File: src/rtl/spi_master_mc.sv
// Multi-channel SPI master (mode 0): serialises op/addr/data frames to one of
// NUM_CS slaves, with address/channel range checks and a read start-bit timeout.
module spi_master_mc #(
  parameter int ADDR_W    = 8,
  parameter int DATA_W    = 8,
  parameter int MEM_DEPTH = 32,
  parameter int NUM_CS    = 4,
  parameter int CSW       = (NUM_CS > 1) ? $clog2(NUM_CS) : 1,
  parameter int CLK_DIV   = 2,
  parameter int TIMEOUT   = 64
) (
  input  logic              clk,
  input  logic              rst,
  input  logic              req_valid,
  output logic              req_ready,
  input  logic              req_wr,
  input  logic [CSW-1:0]    req_cs,
  input  logic [ADDR_W-1:0] req_addr,
  input  logic [DATA_W-1:0] req_din,
  output logic              rsp_valid,
  input  logic              rsp_ready,
  output logic [DATA_W-1:0] rsp_dout,
  output logic              rsp_err,
  output logic [1:0]        rsp_code,
  output logic              busy,
  output logic              sclk,
  output logic [NUM_CS-1:0] cs_n,
  output logic              mosi,
  input  logic              miso
);
  localparam int NBITS_W = 1 + ADDR_W + DATA_W;
  localparam int NBITS_R = 1 + ADDR_W;
  localparam int CNT_W   = (CLK_DIV > 1) ? $clog2(CLK_DIV) : 1;
  localparam int BIT_W   = $clog2(NBITS_W + 1);
  localparam int TO_W    = $clog2(TIMEOUT + 1);

  typedef enum logic [2:0] {
    S_IDLE, S_CHECK, S_SETUP, S_SHIFT_TX, S_WAIT_START, S_SHIFT_RX, S_HOLD, S_RESP
  } state_t;

  state_t              state_q, state_d;
  logic [CNT_W-1:0]    cnt_q, cnt_d;
  logic [BIT_W-1:0]    bit_q, bit_d;
  logic [TO_W-1:0]     rise_q, rise_d;
  logic                wr_q, wr_d;
  logic [CSW-1:0]      cs_q, cs_d;
  logic [ADDR_W-1:0]   addr_q, addr_d;
  logic [NBITS_W-1:0]  tx_q, tx_d;
  logic [DATA_W-1:0]   rx_q, rx_d;
  logic [1:0]          code_q, code_d;
  logic                sclk_q, sclk_d;
  logic                mosi_q, mosi_d;
  logic [NUM_CS-1:0]   cs_n_q, cs_n_d;
  logic                req_ready_q, req_ready_d;
  logic                rsp_valid_q, rsp_valid_d;
  logic [DATA_W-1:0]   rsp_dout_q, rsp_dout_d;
  logic                rsp_err_q, rsp_err_d;
  logic [1:0]          rsp_code_q, rsp_code_d;
  logic                timed, tick;
  logic [BIT_W-1:0]    last_bit;

  always_comb begin
    timed = (state_q == S_SETUP) || (state_q == S_SHIFT_TX) || (state_q == S_WAIT_START) ||
            (state_q == S_SHIFT_RX) || (state_q == S_HOLD);
    tick  = timed && (cnt_q == CNT_W'(CLK_DIV - 1));
    last_bit = wr_q ? BIT_W'(NBITS_W - 1) : BIT_W'(NBITS_R - 1);
  end

  always_comb begin
    state_d     = state_q;
    bit_d       = bit_q;
    rise_d      = rise_q;
    wr_d        = wr_q;
    cs_d        = cs_q;
    addr_d      = addr_q;
    tx_d        = tx_q;
    rx_d        = rx_q;
    code_d      = code_q;
    sclk_d      = sclk_q;
    mosi_d      = mosi_q;
    cs_n_d      = cs_n_q;
    rsp_valid_d = rsp_valid_q;
    rsp_dout_d  = rsp_dout_q;
    rsp_err_d   = rsp_err_q;
    rsp_code_d  = rsp_code_q;

    case (state_q)
      S_IDLE: begin
        if (req_valid && req_ready_q) begin
          wr_d    = req_wr;
          cs_d    = req_cs;
          addr_d  = req_addr;
          tx_d    = {req_din, req_addr, req_wr};
          rx_d    = '0;
          code_d  = 2'b00;
          state_d = S_CHECK;
        end
      end
      S_CHECK: begin
        // Channel check wins over address check.
        if (int'(cs_q) >= NUM_CS) begin
          code_d  = 2'b10;
          state_d = S_RESP;
        end else if (int'(addr_q) >= MEM_DEPTH) begin
          code_d  = 2'b01;
          state_d = S_RESP;
        end else begin
          for (int i = 0; i < NUM_CS; i++) cs_n_d[i] = (int'(cs_q) != i);
          mosi_d  = tx_q[0];
          bit_d   = '0;
          state_d = S_SETUP;
        end
      end
      S_SETUP: begin
        if (tick) state_d = S_SHIFT_TX;
      end
      S_SHIFT_TX: begin
        if (tick) begin
          if (!sclk_q) begin
            sclk_d = 1'b1;
          end else begin
            // Falling edge: present the next frame bit while sclk is low.
            sclk_d = 1'b0;
            if (bit_q == last_bit) begin
              mosi_d  = 1'b0;
              bit_d   = '0;
              rise_d  = '0;
              state_d = wr_q ? S_HOLD : S_WAIT_START;
            end else begin
              bit_d  = bit_q + 1'b1;
              tx_d   = tx_q >> 1;
              mosi_d = tx_q[1];
            end
          end
        end
      end
      S_WAIT_START: begin
        if (tick) begin
          if (!sclk_q) begin
            sclk_d = 1'b1;
            if (miso) begin
              bit_d   = '0;
              state_d = S_SHIFT_RX;
            end else begin
              rise_d = rise_q + 1'b1;
            end
          end else begin
            sclk_d = 1'b0;
            if (rise_q == TO_W'(TIMEOUT)) begin
              code_d  = 2'b11;
              state_d = S_HOLD;
            end
          end
        end
      end
      S_SHIFT_RX: begin
        if (tick) begin
          if (!sclk_q) begin
            sclk_d = 1'b1;
            rx_d   = {miso, rx_q[DATA_W-1:1]};
            bit_d  = bit_q + 1'b1;
          end else begin
            sclk_d = 1'b0;
            if (bit_q == BIT_W'(DATA_W)) state_d = S_HOLD;
          end
        end
      end
      S_HOLD: begin
        if (tick) begin
          cs_n_d  = '1;
          state_d = S_RESP;
        end
      end
      S_RESP: begin
        // Response registers load one cycle after entry and hold until taken.
        if (!rsp_valid_q) begin
          rsp_valid_d = 1'b1;
          rsp_err_d   = (code_q != 2'b00);
          rsp_code_d  = code_q;
          rsp_dout_d  = (code_q == 2'b00 && !wr_q) ? rx_q : '0;
        end else if (rsp_ready) begin
          rsp_valid_d = 1'b0;
          rsp_err_d   = 1'b0;
          rsp_code_d  = 2'b00;
          rsp_dout_d  = '0;
          state_d     = S_IDLE;
        end
      end
      default: state_d = S_IDLE;
    endcase

    cnt_d       = (!timed || tick || (state_d != state_q)) ? '0 : cnt_q + 1'b1;
    req_ready_d = (state_d == S_IDLE);
  end

  always_ff @(posedge clk) begin
    if (rst) begin
      state_q     <= S_IDLE;
      cnt_q       <= '0;
      bit_q       <= '0;
      rise_q      <= '0;
      wr_q        <= 1'b0;
      cs_q        <= '0;
      addr_q      <= '0;
      tx_q        <= '0;
      rx_q        <= '0;
      code_q      <= 2'b00;
      sclk_q      <= 1'b0;
      mosi_q      <= 1'b0;
      cs_n_q      <= '1;
      req_ready_q <= 1'b0;
      rsp_valid_q <= 1'b0;
      rsp_dout_q  <= '0;
      rsp_err_q   <= 1'b0;
      rsp_code_q  <= 2'b00;
    end else begin
      state_q     <= state_d;
      cnt_q       <= cnt_d;
      bit_q       <= bit_d;
      rise_q      <= rise_d;
      wr_q        <= wr_d;
      cs_q        <= cs_d;
      addr_q      <= addr_d;
      tx_q        <= tx_d;
      rx_q        <= rx_d;
      code_q      <= code_d;
      sclk_q      <= sclk_d;
      mosi_q      <= mosi_d;
      cs_n_q      <= cs_n_d;
      req_ready_q <= req_ready_d;
      rsp_valid_q <= rsp_valid_d;
      rsp_dout_q  <= rsp_dout_d;
      rsp_err_q   <= rsp_err_d;
      rsp_code_q  <= rsp_code_d;
    end
  end

  assign req_ready = req_ready_q;
  assign rsp_valid = rsp_valid_q;
  assign rsp_dout  = rsp_dout_q;
  assign rsp_err   = rsp_err_q;
  assign rsp_code  = rsp_code_q;
  assign busy      = (state_q != S_IDLE);
  assign sclk      = sclk_q;
  assign cs_n      = cs_n_q;
  assign mosi      = mosi_q;
endmodule

File: config.mk
export PLATFORM = sky130hd
export DESIGN_NAME = spi_master_mc
export DESIGN_NICKNAME = d
export VERILOG_FILES = /design/src/rtl/spi_master_mc.sv
export SDC_FILE = /design/constraint.sdc
export NUM_CORES = 1
export LEC_CHECK = 0
export ABC_AREA = 1
export BUFFER_PORTS_ARGS = -buffer_cell sky130_fd_sc_hd__clkbuf_2
export CAP_MARGIN = 5
export CORE_ASPECT_RATIO = 0.5
export CORE_MARGIN = 8
export CORE_UTILIZATION = 58
export DETAILED_ROUTE_END_ITERATION = 10
export GPL_ROUTABILITY_DRIVEN = 0
export PLACE_DENSITY = 0.8
export RECOVER_POWER = 100
export SLEW_MARGIN = 30
export SYNTH_ARGS = -nofsm -noshare
export SYNTH_HDL_FRONTEND = slang
export SYNTH_SLANG_ARGS = --single-unit
export TNS_END_PERCENT = 5
File: constraint.sdc
create_clock -name clk -period 2.1 [get_ports clk]
set_input_delay 0.315 -clock clk [delete_from_list [all_inputs] [get_ports clk]]
set_output_delay 0.315 -clock clk [all_outputs]
set_load 0.02 [all_outputs]
# [After elaboration in Yosys (flattened, before gate mapping)]
# Cells that the tools add are included.
[word_totals] ff_bits=73 wordCells=158
[classes] add_sub_neg=3 order_cmp=1 eq_ne=31 muxes=69 reduce_logical=36
[op_table] cell="2-to-1 mux 17 bit" count=4
[op_table] cell="2-to-1 mux 5 bit" count=10
[op_table] cell="2-to-1 mux 3 bit" count=16
[op_table] cell="2-to-1 mux 8 bit" count=6
[op_table] cell="2-to-1 mux 7 bit" count=6
[op_table] cell="inequality test 2 bit, second input constant" count=17
[op_table] cell="one-hot mux 17 bit (2 select lines)" count=1
[op_table] cell="one-hot mux 3 bit (8 select lines)" count=1
[op_table] cell="one-hot mux 5 bit (4 select lines)" count=1
[op_table] cell="2-to-1 mux 2 bit" count=8
[op_table] cell="one-hot mux 8 bit (2 select lines)" count=1
[op_table] cell="one-hot mux 7 bit (2 select lines)" count=1
[op_table] cell="nonzero test 2 bit" count=7
[op_table] cell="== test 3 bit, second input constant" count=4
[op_table] cell="2-to-1 mux 1 bit" count=9
[op_table] cell="AND reduction 9 bit" count=1
[op_table] cell="greater-or-equal comparator 8 x 6 -> 1 bit, second input constant" count=1
[op_table] cell="2-to-1 mux 4 bit" count=2
[op_table] cell="one-hot mux 4 bit (2 select lines)" count=1
[op_table] cell="AND reduction 4 bit" count=2
[op_table] cell="adder 7 x 1 -> 7 bit, second input constant" count=1
[op_table] cell="== test 7 bit, second input constant" count=1
[op_table] cell="AND reduction 7 bit" count=1
[op_table] cell="== test 3 x 2 -> 1 bit, second input constant" count=2
[op_table] cell="other kinds (22)" count=36

# [Depth between registers and ports, before layout]
# Gate-level depths: netlist (run 1).
[depth] depth_word=11 mapped_depth=12 depth_no_buf=12

# [Worst setup path after synthesis (run 1)]
# OpenSTA, ideal clock, no wires.
[synth_timing] kind="register -> register" startpoint="register sclk_q, in the netlist sclk" endpoint="register bit_q[1]" t_arrival_ps=1383 required_time_ps=1982 path_slack_ps=599 stages_incl_launch_ff=8 path_buffers=0 path_cell_list="dfxtp_1 nand2_1 nand2_2 nand2_1 nor2_2 nand2_4 o21ai_4 nor2_1"
[synth_via] elab_chain_cells=2 elab_cells_between_ends=4
[synth_rtl] element="start: declaration" line="51" source="logic sclk_q, sclk_d;"
[synth_rtl] element="start signal: assignment" line="227" source="sclk_q <= sclk_d;"
[synth_rtl] element="inequality test 2 bit (no line)"
[synth_rtl] element="AND reduction 9 bit (no line) *"
[synth_rtl] element="end signal: assignment" line="219" source="bit_q <= bit_d;"
[synth_rtl] element="end: declaration" line="43" source="logic [BIT_W-1:0] bit_q, bit_d;"
# Mark *: on every way between the ends. The rest lies on a longest branch, timed or not.
# A chain may end at the register's enable or synchronous reset.

# [Worst setup path after layout (run 1)]
[layout_timing] startpoint="register state_q[1]" endpoint="register bit_q[1]"
[layout_via] elab_chain_cells=8 elab_cells_between_ends=22
[layout_rtl] element="start: declaration" line="41" source="state_t state_q, state_d;"
[layout_rtl] element="start signal: assignment" line="217" source="state_q <= state_d;"
[layout_rtl] element="== test 3 x 2 -> 1 bit (on tied branches)" line="63, 87"
[layout_rtl] element="logical OR 1 bit (3 in series)" line="63" source="timed = (state_q == S_SETUP) || (state_q == S_SHIFT_TX) || (state_q == S_WAIT_START) ||"
[layout_rtl] element="logical OR 1 bit" line="64" source="(state_q == S_SHIFT_RX) || (state_q == S_HOLD);"
[layout_rtl] element="logical AND 1 bit" line="65" source="tick = timed && (cnt_q == CNT_W'(CLK_DIV - 1));"
[layout_rtl] element="inequality test 2 bit (no line)"
[layout_rtl] element="AND reduction 9 bit (no line)"
# Several ways; a longest one is shown, not always the timed one.

==> key figures, run 1 <==
Yosys
  – Yosys warns: 0
  – Yosys top cell by area: dfxtp_1
  – Mapped Avg Cell Area: 7.158 sq um
  – Ranking of synthesized cells by area: dfxtp_1, nand2_1, a21oi_1
  – Seq/Total Area, Yosys: 0.3842
  – Count leader, synth: nand2_1
  – Synth top cells by count: nand2_1, dfxtp_1, inv_1, a21oi_1, o21ai_0
  – Top_reg_cell synth: dfxtp_1
  – Synth top area share: 0.3842
  – Net Count, Synth: between 500 and 600
  – Mapped Area: 0.003543 sq mm
  – Cell variety after synth: 37
  – Post-synth ARST share: 0
  – Synth Instances: 495
  – Register bit total from synthesis: 68
  – Post-synth EDFFs: 0

Critical path
  – FF-to-FF setup slack: 140 ps
  – Crit. path cell count: 9
  – CP Data Required Time: 2320 ps
  – Worst path slowest cell: dfxtp_1
  – Critical path type: reg2reg
  – Critical Path Max Stage Delay: 630 ps
  – CP Cell Sequence: inv_4, nand2_4, nor2_4, nand2_2, o21ai_0, nor2_1, nand2_4, o21ai_2, nor2_1
  – Crit path buf inv count: 1
  – RR Endpoint: bit_q[1]$_SDFFE_PP0P_
  – Critical-path maximum fanout: 8
  – CP delay by family, top: simple AND/OR/NAND/NOR gates
  – Arrival @ worst endpoint: 2170 ps
  – Beginning of the critical path: state_q[1]$_SDFF_PP0_
  – Crit path launch type: flop
  – FF-to-FF Start: state_q[1]$_SDFF_PP0_
  – CP endpoint kind: flop
  – Worst setup endpoint: bit_q[1]$_SDFFE_PP0P_
  – Reg2Reg Depth: 9

Min path
  – Hold Path Class: in2reg

Clocking
  – Bufs on Longest Clock Path: 2
  – # Post-CTS Setup Buffers: 0
  – CTS tree: built
  – Hold_buf cts: 0
  – H-tree depth: 3
  – Post-CTS Resized: 0
  – Clock Tree Root: clkbuf_16
  – Clock Latency Late Sink: 330 ps
  – Num CTS Buffers: 9
  – Reg clk slew, reported paths: roughly 50 ps
  – CTS sink cnt: 68

STA
  – TNS Setup: 0 ps
  – Tmin final: 1957 ps
  – Slew Limit Fails: 0
  – Max Clock Freq: 510.9 MHz
  – RSZ-0062 raised after global routing: no
  – Final setup viols: 0
  – Setup Skew: 4.117 ps
  – Fin. Hold Viols: 0
  – Fin crit share: 0.9321
  – Slew headroom: 0.5972
  – Slew of the pin with the lowest slew margin: 600.2 ps

Global route
  – Largest net degree at the start of global routing: 39
  – Gr ovfl total: 0
  – Gr usage total: 0.1888
  – Vias in the first global route: 2994
  – Initial antenna violation count: 0
  – First-pass GRT wire length: 13960 um

Detailed routing
  – Vias per inst: approximately 5.4
  – 1st-iter DRT viols: 278
  – Drt pass-1 iters: 5
  – Drt wl/cell: 13.43 um
  – Total Wirelength: 8289 um
  – Post-route ant nets: 0
  – Vias: 3346
  – Residual DRC count: 0

Pwr
  – P per Cell Area: between 1000 and 1500 mW/mm^2
  – Max VDD drop: 0.7271 mV
  – Design Power: 4.859 mW
  – Sequential share of power: 0.347
  – Clock power frac: 0.344
  – Pint: 3.151 mW
  – Combinational Power Share: 0.309
  – Leak: 1.700 nW
  – Sw Share: 0.3515
  – Psw: 1.708 mW

Cells and area
  – Area Growth Syn to Fin: 14.12%
  – Count of nets after finishing: 564
  – Share of layout cells above drive strength 1: 0.1463
  – Final-layout fill cell count: 541
  – ANT cells: 0

Placement
  – Count of buffers from port buffering: 43
  – Post-DP HPWL: 5922 um

Floorplan
  – Row count: 20
  – CORE AREA: ~0.006 sq mm
  – Chip width: 126.5 um
  – Chip height: 71.27 um
  – Initial Utilization: 0.5925
  – Die Area: 0.009018 sq mm
  – I/O pin total: 44

Flow run
  – Maximum capacitance violations: 0

Run status
  – Run status: complete, no violations
==> layer usage <==
metal,share of wire,GRT usage,wire (um),up-vias
met3,0.065,0.05922,542,11
met1,0.48,0.2371,3962,1548
met2,0.44,0.2988,3684,98
met5,0,0,0,-
met4,0.012,0.07133,99,0
li1,-,-,-,1689
==> cells by family after synthesis <==
group	count (synthesis)	synth area share
buf+inv	82	0.1045
xor+xnor	4	0.009889
fa+ha+maj	4	0.01412
compound gates	128	0.2009
simple gates	209	0.2864
flops	68	0.3842
==> power groups by stage <==
stage / combinational, mW / clock, mW / sequential, mW
finish: 1.50 / 1.67 / 1.68
detailed placement: 1.54 / 0 / 1.71
CTS: 1.56 / 1.69 / 1.69
global route: 1.67 / 1.74 / 1.72
floorplan: 1.24 / 0 / 1.71
global placement: 1.52 / 0 / 1.70
==> flip-flops by register name, indices dropped and copies added, names as in the netlist, 2 cells and up <==
register  count
cs_q          2
addr_q        3
bit_q         5
rsp_dout      8
state_q       3
tx_q         17
code_q        2
rise_q        7
rsp_code      2
rx_q          8
cs_n          4
==> cell type report <==
type	count	area (sq um)	share of cell area
inverters	61	234.0	0.05786
clock inverters	3	68.82	0.01702
well taps	77	96.34	0.02382
clock buffers	12	266.5	0.06590
flip-flops and latches	68	1361	0.3366
multi-input cells	345	1769	0.4375
repair buffers	51	247.7	0.06126
==> worst min-delay path by stage <==
stage	from	to	depth (start not counted)
after global routing	req_din[7]	tx_q[16]$_SDFFE_PP0P_	3
after floorplan	tx_q[2]$_SDFFE_PP0P_	tx_q[2]$_SDFFE_PP0P_	2
after global placement	tx_q[10]$_SDFFE_PP0P_	tx_q[10]$_SDFFE_PP0P_	2
final	req_din[7]	tx_q[16]$_SDFFE_PP0P_	3
after CTS	req_din[7]	tx_q[16]$_SDFFE_PP0P_	3
after detailed placement	tx_q[10]$_SDFFE_PP0P_	tx_q[10]$_SDFFE_PP0P_	2
==> layout by cell type, fill, tap and decap left out <==
cell / Yosys / routed
dfxtp_1: 68 / 68
o21bai_1: 2 / 2
clkbuf_1: 9 / 20
buf_4: 2 / 7
nand3_2: 2 / 2
o21ai_0: 45 / 60
nand3_1: 32 / 32
clkbuf_2: 1 / 24
clkinv_4: 0 / 1
a21boi_4: 1 / 1
nand2_1: 112 / 113
a211oi_1: 1 / 1
nand2_4: 6 / 6
nor2_2: 6 / 2
nand3_4: 1 / 1
clkbuf_8: 0 / 3
clkbuf_16: 0 / 9
nor4_2: 1 / 1
nor2_1: 26 / 30
a21oi_1: 55 / 56
o21ai_2: 0 / 2
a21oi_2: 3 / 2
bufinv_16: 0 / 2
nand4_1: 6 / 6
nor3_1: 3 / 3
xnor2_1: 1 / 1
inv_4: 2 / 2
nand4_4: 1 / 1
a21boi_0: 1 / 1
xor2_1: 3 / 3
nand2_2: 6 / 5
nor2_4: 4 / 4
o21ai_1: 15 / 1
inv_1: 56 / 56
ha_1: 4 / 4
a31oi_1: 2 / 2
nor3_2: 1 / 1
nor3b_1: 2 / 2
inv_2: 3 / 3
==> stage by stage <==
| step | setup slack (ps) | instances | util | hold WS, ps | instance area, sq um |
|---|---|---|---|---|---|
| detailed placement | 220.4 | 602 | 0.6318 | 440.0 | 3779 |
| global route | 22.10 | 617 | 0.6762 | 274.4 | 4044 |
| global placement | 302.1 | 602 | 0.6318 | 434.3 | 3779 |
| CTS | 199.8 | 617 | 0.6879 | 230.0 | 4114 |
| finish | 142.6 | 617 | 0.6762 | 241.4 | 4044 |
| floorplan | 599.0 | 495 | - | 424.5 | 3543 |
==> worst reg2reg max path: stages, from the launching register on <==
cell     delay, ps
dfxtp_1        630
inv_4          120
nand2_4        120
nor2_4          50
nand2_2         90
o21ai_0         80
nor2_1         320
nand2_4        130
o21ai_2        240
nor2_1          80
Power figures use the tool's default switching activity.
==> run 2: changes to the inputs <==
--- a/config.mk
+++ b/config.mk
@@ -10,5 +10,4 @@
 export CAP_MARGIN = 5
 export CORE_ASPECT_RATIO = 0.5
-export CORE_MARGIN = 8
 export CORE_UTILIZATION = 58
 export DETAILED_ROUTE_END_ITERATION = 10
==> constraint.sdc (replaced) <==
create_clock -name clk -period 2.1 [get_ports clk]
set_input_delay 0.315 -clock clk [delete_from_list [all_inputs] [get_ports clk]]
set_output_delay 0.315 -clock clk [all_outputs]
set_load 0.005 [all_outputs]
==> run 2 against run 1 <==
  * Worst hold slack got worse by 15 ps
  * Critical path depth did not move
  * Sequential power is essentially flat
  * Clock skew rose by 2.3 ps
  * Die area decreased by 29%
  * Core utilization up 3.4 points
  * Critical endpoint is now state_q[0]$_SDFF_PP0_
  * Largest power group unchanged
  * Highest routed layer unchanged
==> key figures, run 2 (synthesized netlist as in run 1, its figures left out) <==
Clocking
  – Clock Latency Late Sink: 340 ps (was 330 ps)
  – Reg clk slew, reported paths: 60 ps (was 50 ps)
  – Clock Tree Root: clkbuf_16 (unchanged)
  – CTS sink cnt: 68 (unchanged)
  – # Post-CTS Setup Buffers: 0 (unchanged)
  – H-tree depth: 3 (unchanged)
  – Post-CTS Resized: 0 (unchanged)
  – CTS tree: built (unchanged)
  – Hold_buf cts: 0 (unchanged)
  – Num CTS Buffers: 9 (unchanged)
  – Bufs on Longest Clock Path: 2 (unchanged)

Detailed routing
  – Total Wirelength: 7880 um (was 8289 um)
  – Residual DRC count: 0 (unchanged)
  – Vias: 3286 (was 3346)
  – Vias per inst: 5.352 (was 5.423)
  – Drt wl/cell: 12.83 um (was 13.43 um)
  – Drt pass-1 iters: 5 (unchanged)
  – Post-route ant nets: 0 (unchanged)
  – 1st-iter DRT viols: 187 (was 278)

Min path
  – Hold path depth: 3 (unchanged)
  – Hold Path Class: in2reg (unchanged)
  – WHS Endpoint: tx_q[16]$_SDFFE_PP0P_ (unchanged)
  – Worst hold path startpoint: req_din[7] (unchanged)

Pwr
  – P per Cell Area: 1178 mW/mm^2 (was 1202 mW/mm^2)
  – Max VDD drop: 0.6576 mV (was 0.7271 mV)
  – Leak: 1.740 nW (was 1.700 nW)

Floorplan
  – Row count: 19 (was 20)
  – Die Area: 0.006445 sq mm (was 0.009018 sq mm)
  – I/O pin total: 44 (unchanged)
  – CORE AREA: 0.005682 sq mm (was 0.005981 sq mm)
  – Initial Utilization: 0.6237 (was 0.5925)
  – Chip height: 57.27 um (was 71.27 um)
  – Chip width: 112.5 um (was 126.5 um)

Critical path
  – Worst path slowest cell: dfxtp_1 (unchanged)
  – Critical Path Max Stage Delay: 390 ps (was 630 ps)
  – CP delay by family, top: simple AND/OR/NAND/NOR gates (unchanged)
  – Critical-path maximum fanout: 6 (was 8)
  – FF-to-FF setup slack: 210 ps (was 140 ps)
  – CP endpoint kind: flop (unchanged)
  – CP Cell Sequence: buf_4, nand3_1, inv_1, o21ai_1, nand2_1, nor2_1, nand3_1, o21bai_1, nor2_1 (was inv_4, nand2_4, nor2_4, nand2_2, o21ai_0, nor2_1, nand2_4, o21ai_2, nor2_1)
  – Crit path launch type: flop (unchanged)
  – Reg2Reg Depth: 9 (unchanged)
  – Crit path buf inv count: 2 (was 1)
  – Critical path type: reg2reg (unchanged)
  – CP Data Required Time: 2300 ps (was 2320 ps)
  – RR Endpoint: state_q[0]$_SDFF_PP0_ (was bit_q[1]$_SDFFE_PP0P_)
  – Arrival @ worst endpoint: 2090 ps (was 2170 ps)
  – FF-to-FF Start: state_q[0]$_SDFF_PP0_ (was state_q[1]$_SDFF_PP0_)

STA
  – Fin crit share: 0.9001 (was 0.9321)
  – Final setup viols: 0 (unchanged)
  – Slew of the pin with the lowest slew margin: 596.9 ps (was 600.2 ps)
  – Slew headroom: 0.5994 (was 0.5972)
  – RSZ-0062 raised after global routing: no (unchanged)
  – Setup Skew: 6.432 ps (was 4.117 ps)
  – Tmin final: 1890 ps (was 1957 ps)
  – Fin. Hold Viols: 0 (unchanged)
  – Hold Slack: 226.4 ps (was 241.4 ps)
  – Slew Limit Fails: 0 (unchanged)
  – TNS Setup: 0 ps (unchanged)
  – Max Clock Freq: 529.1 MHz (was 510.9 MHz)

Placement
  – Count of buffers from port buffering: 43 (unchanged)
  – Placed cell areas: 0.003774 sq mm (was 0.003779 sq mm)
  – Post-DP HPWL: 5483 um (was 5922 um)

Flow run
  – Maximum capacitance violations: 0 (unchanged)

Run status
  – Run status: complete, no violations (unchanged)

Cells and area
  – Final-layout fill cell count: 458 (was 541)
  – Share of layout cells above drive strength 1: 0.1719 (was 0.1463)
  – ANT cells: 0 (unchanged)
  – Commonest non-fill, non-tap cell in the layout: nand2_1 (unchanged)
  – Count of nets after finishing: 564 (unchanged)
  – Largest register FFs: 17 (unchanged)
  – Area Growth Syn to Fin: 13.81% (was 14.12%)
  – Largest Register: tx_q (unchanged)
  – Final Cell Area: 0.004033 sq mm (was 0.004044 sq mm)
  – Most frequent cells in the layout: nand2_1, dfxtp_1, inv_1, o21ai_0, a21oi_1 (was nand2_1, dfxtp_1, o21ai_0, inv_1, a21oi_1)

Global route
  – Gr ovfl total: 0 (unchanged)
  – Initial antenna violation count: 0 (unchanged)
  – Largest net degree at the start of global routing: 33 (was 39)
  – Gr usage total: 0.2647 (was 0.1888)
  – Vias in the first global route: 2837 (was 2994)
  – First-pass GRT wire length: 13160 um (was 13960 um)
-- run 2: changes by cell type in the layout (fill, tap and decap cells not counted), sizes merged --
cell,previous run,this run
clkbuf,56,54
clkinv,1,2
clkinvlp,0,1
inv,61,62
-- run 2: worst min-delay path, cell delays in order --
cell and delay [ps]:
clkbuf_2 80, nand3_1 60, a21oi_1 60
-- run 2: power breakdown --
group          leakage (nW)  internal, mW  total (mW)  switching (mW)
Clock                 0.159          1.07        1.64           0.570
Sequential            0.552          1.53        1.70           0.169
Combinational          1.03         0.490        1.41           0.919
-- run 2: worst max-delay path by stage --
stage | from | endpoint | cells after the start
after floorplan | bit_q[0]$_SDFFE_PP0P_ | tx_q[10]$_SDFFE_PP0P_ | 10
after global placement | state_q[1]$_SDFF_PP0_ | tx_q[0]$_SDFFE_PP0P_ | 7
after detailed placement | state_q[1]$_SDFF_PP0_ | tx_q[0]$_SDFFE_PP0P_ | 7
after CTS | bit_q[1]$_SDFFE_PP0P_ | tx_q[0]$_SDFFE_PP0P_ | 11
after global routing | state_q[1]$_SDFF_PP0_ | tx_q[9]$_SDFFE_PP0P_ | 8
final | state_q[0]$_SDFF_PP0_ | state_q[0]$_SDFF_PP0_ | 9
-- run 2: through the flow --
step                      total power [mW]    util  instances  setup WS, ps
final                                4.749  0.7098        614         209.9
after global placement               3.140  0.6642        598         317.9
after detailed placement             3.164  0.6642        598         301.9
after floorplan                      2.886       -        495         604.8
after CTS                            4.835  0.7214        614         241.1
after global routing                 5.032  0.7098        614         24.49
-- run 2: metal layers --
layer / track usage / part of all wire
met1: 0.3613 / 0.49
met2: 0.4046 / 0.42
met4: 0.08762 / 0.011
met3: 0.07970 / 0.074
met5: 0 / 0
-- run 2: cell type report --
type                       count  area (sq um)  share of cell area
inverter                      61         234.0             0.05802
multi-input combinational    345          1757              0.4356
timing repair buffer          51         264.0             0.06547
clock buffer                  10         239.0             0.05926
tap                           73         91.34             0.02265
clock inverter                 6         86.33             0.02141
sequential                    68          1361              0.3376
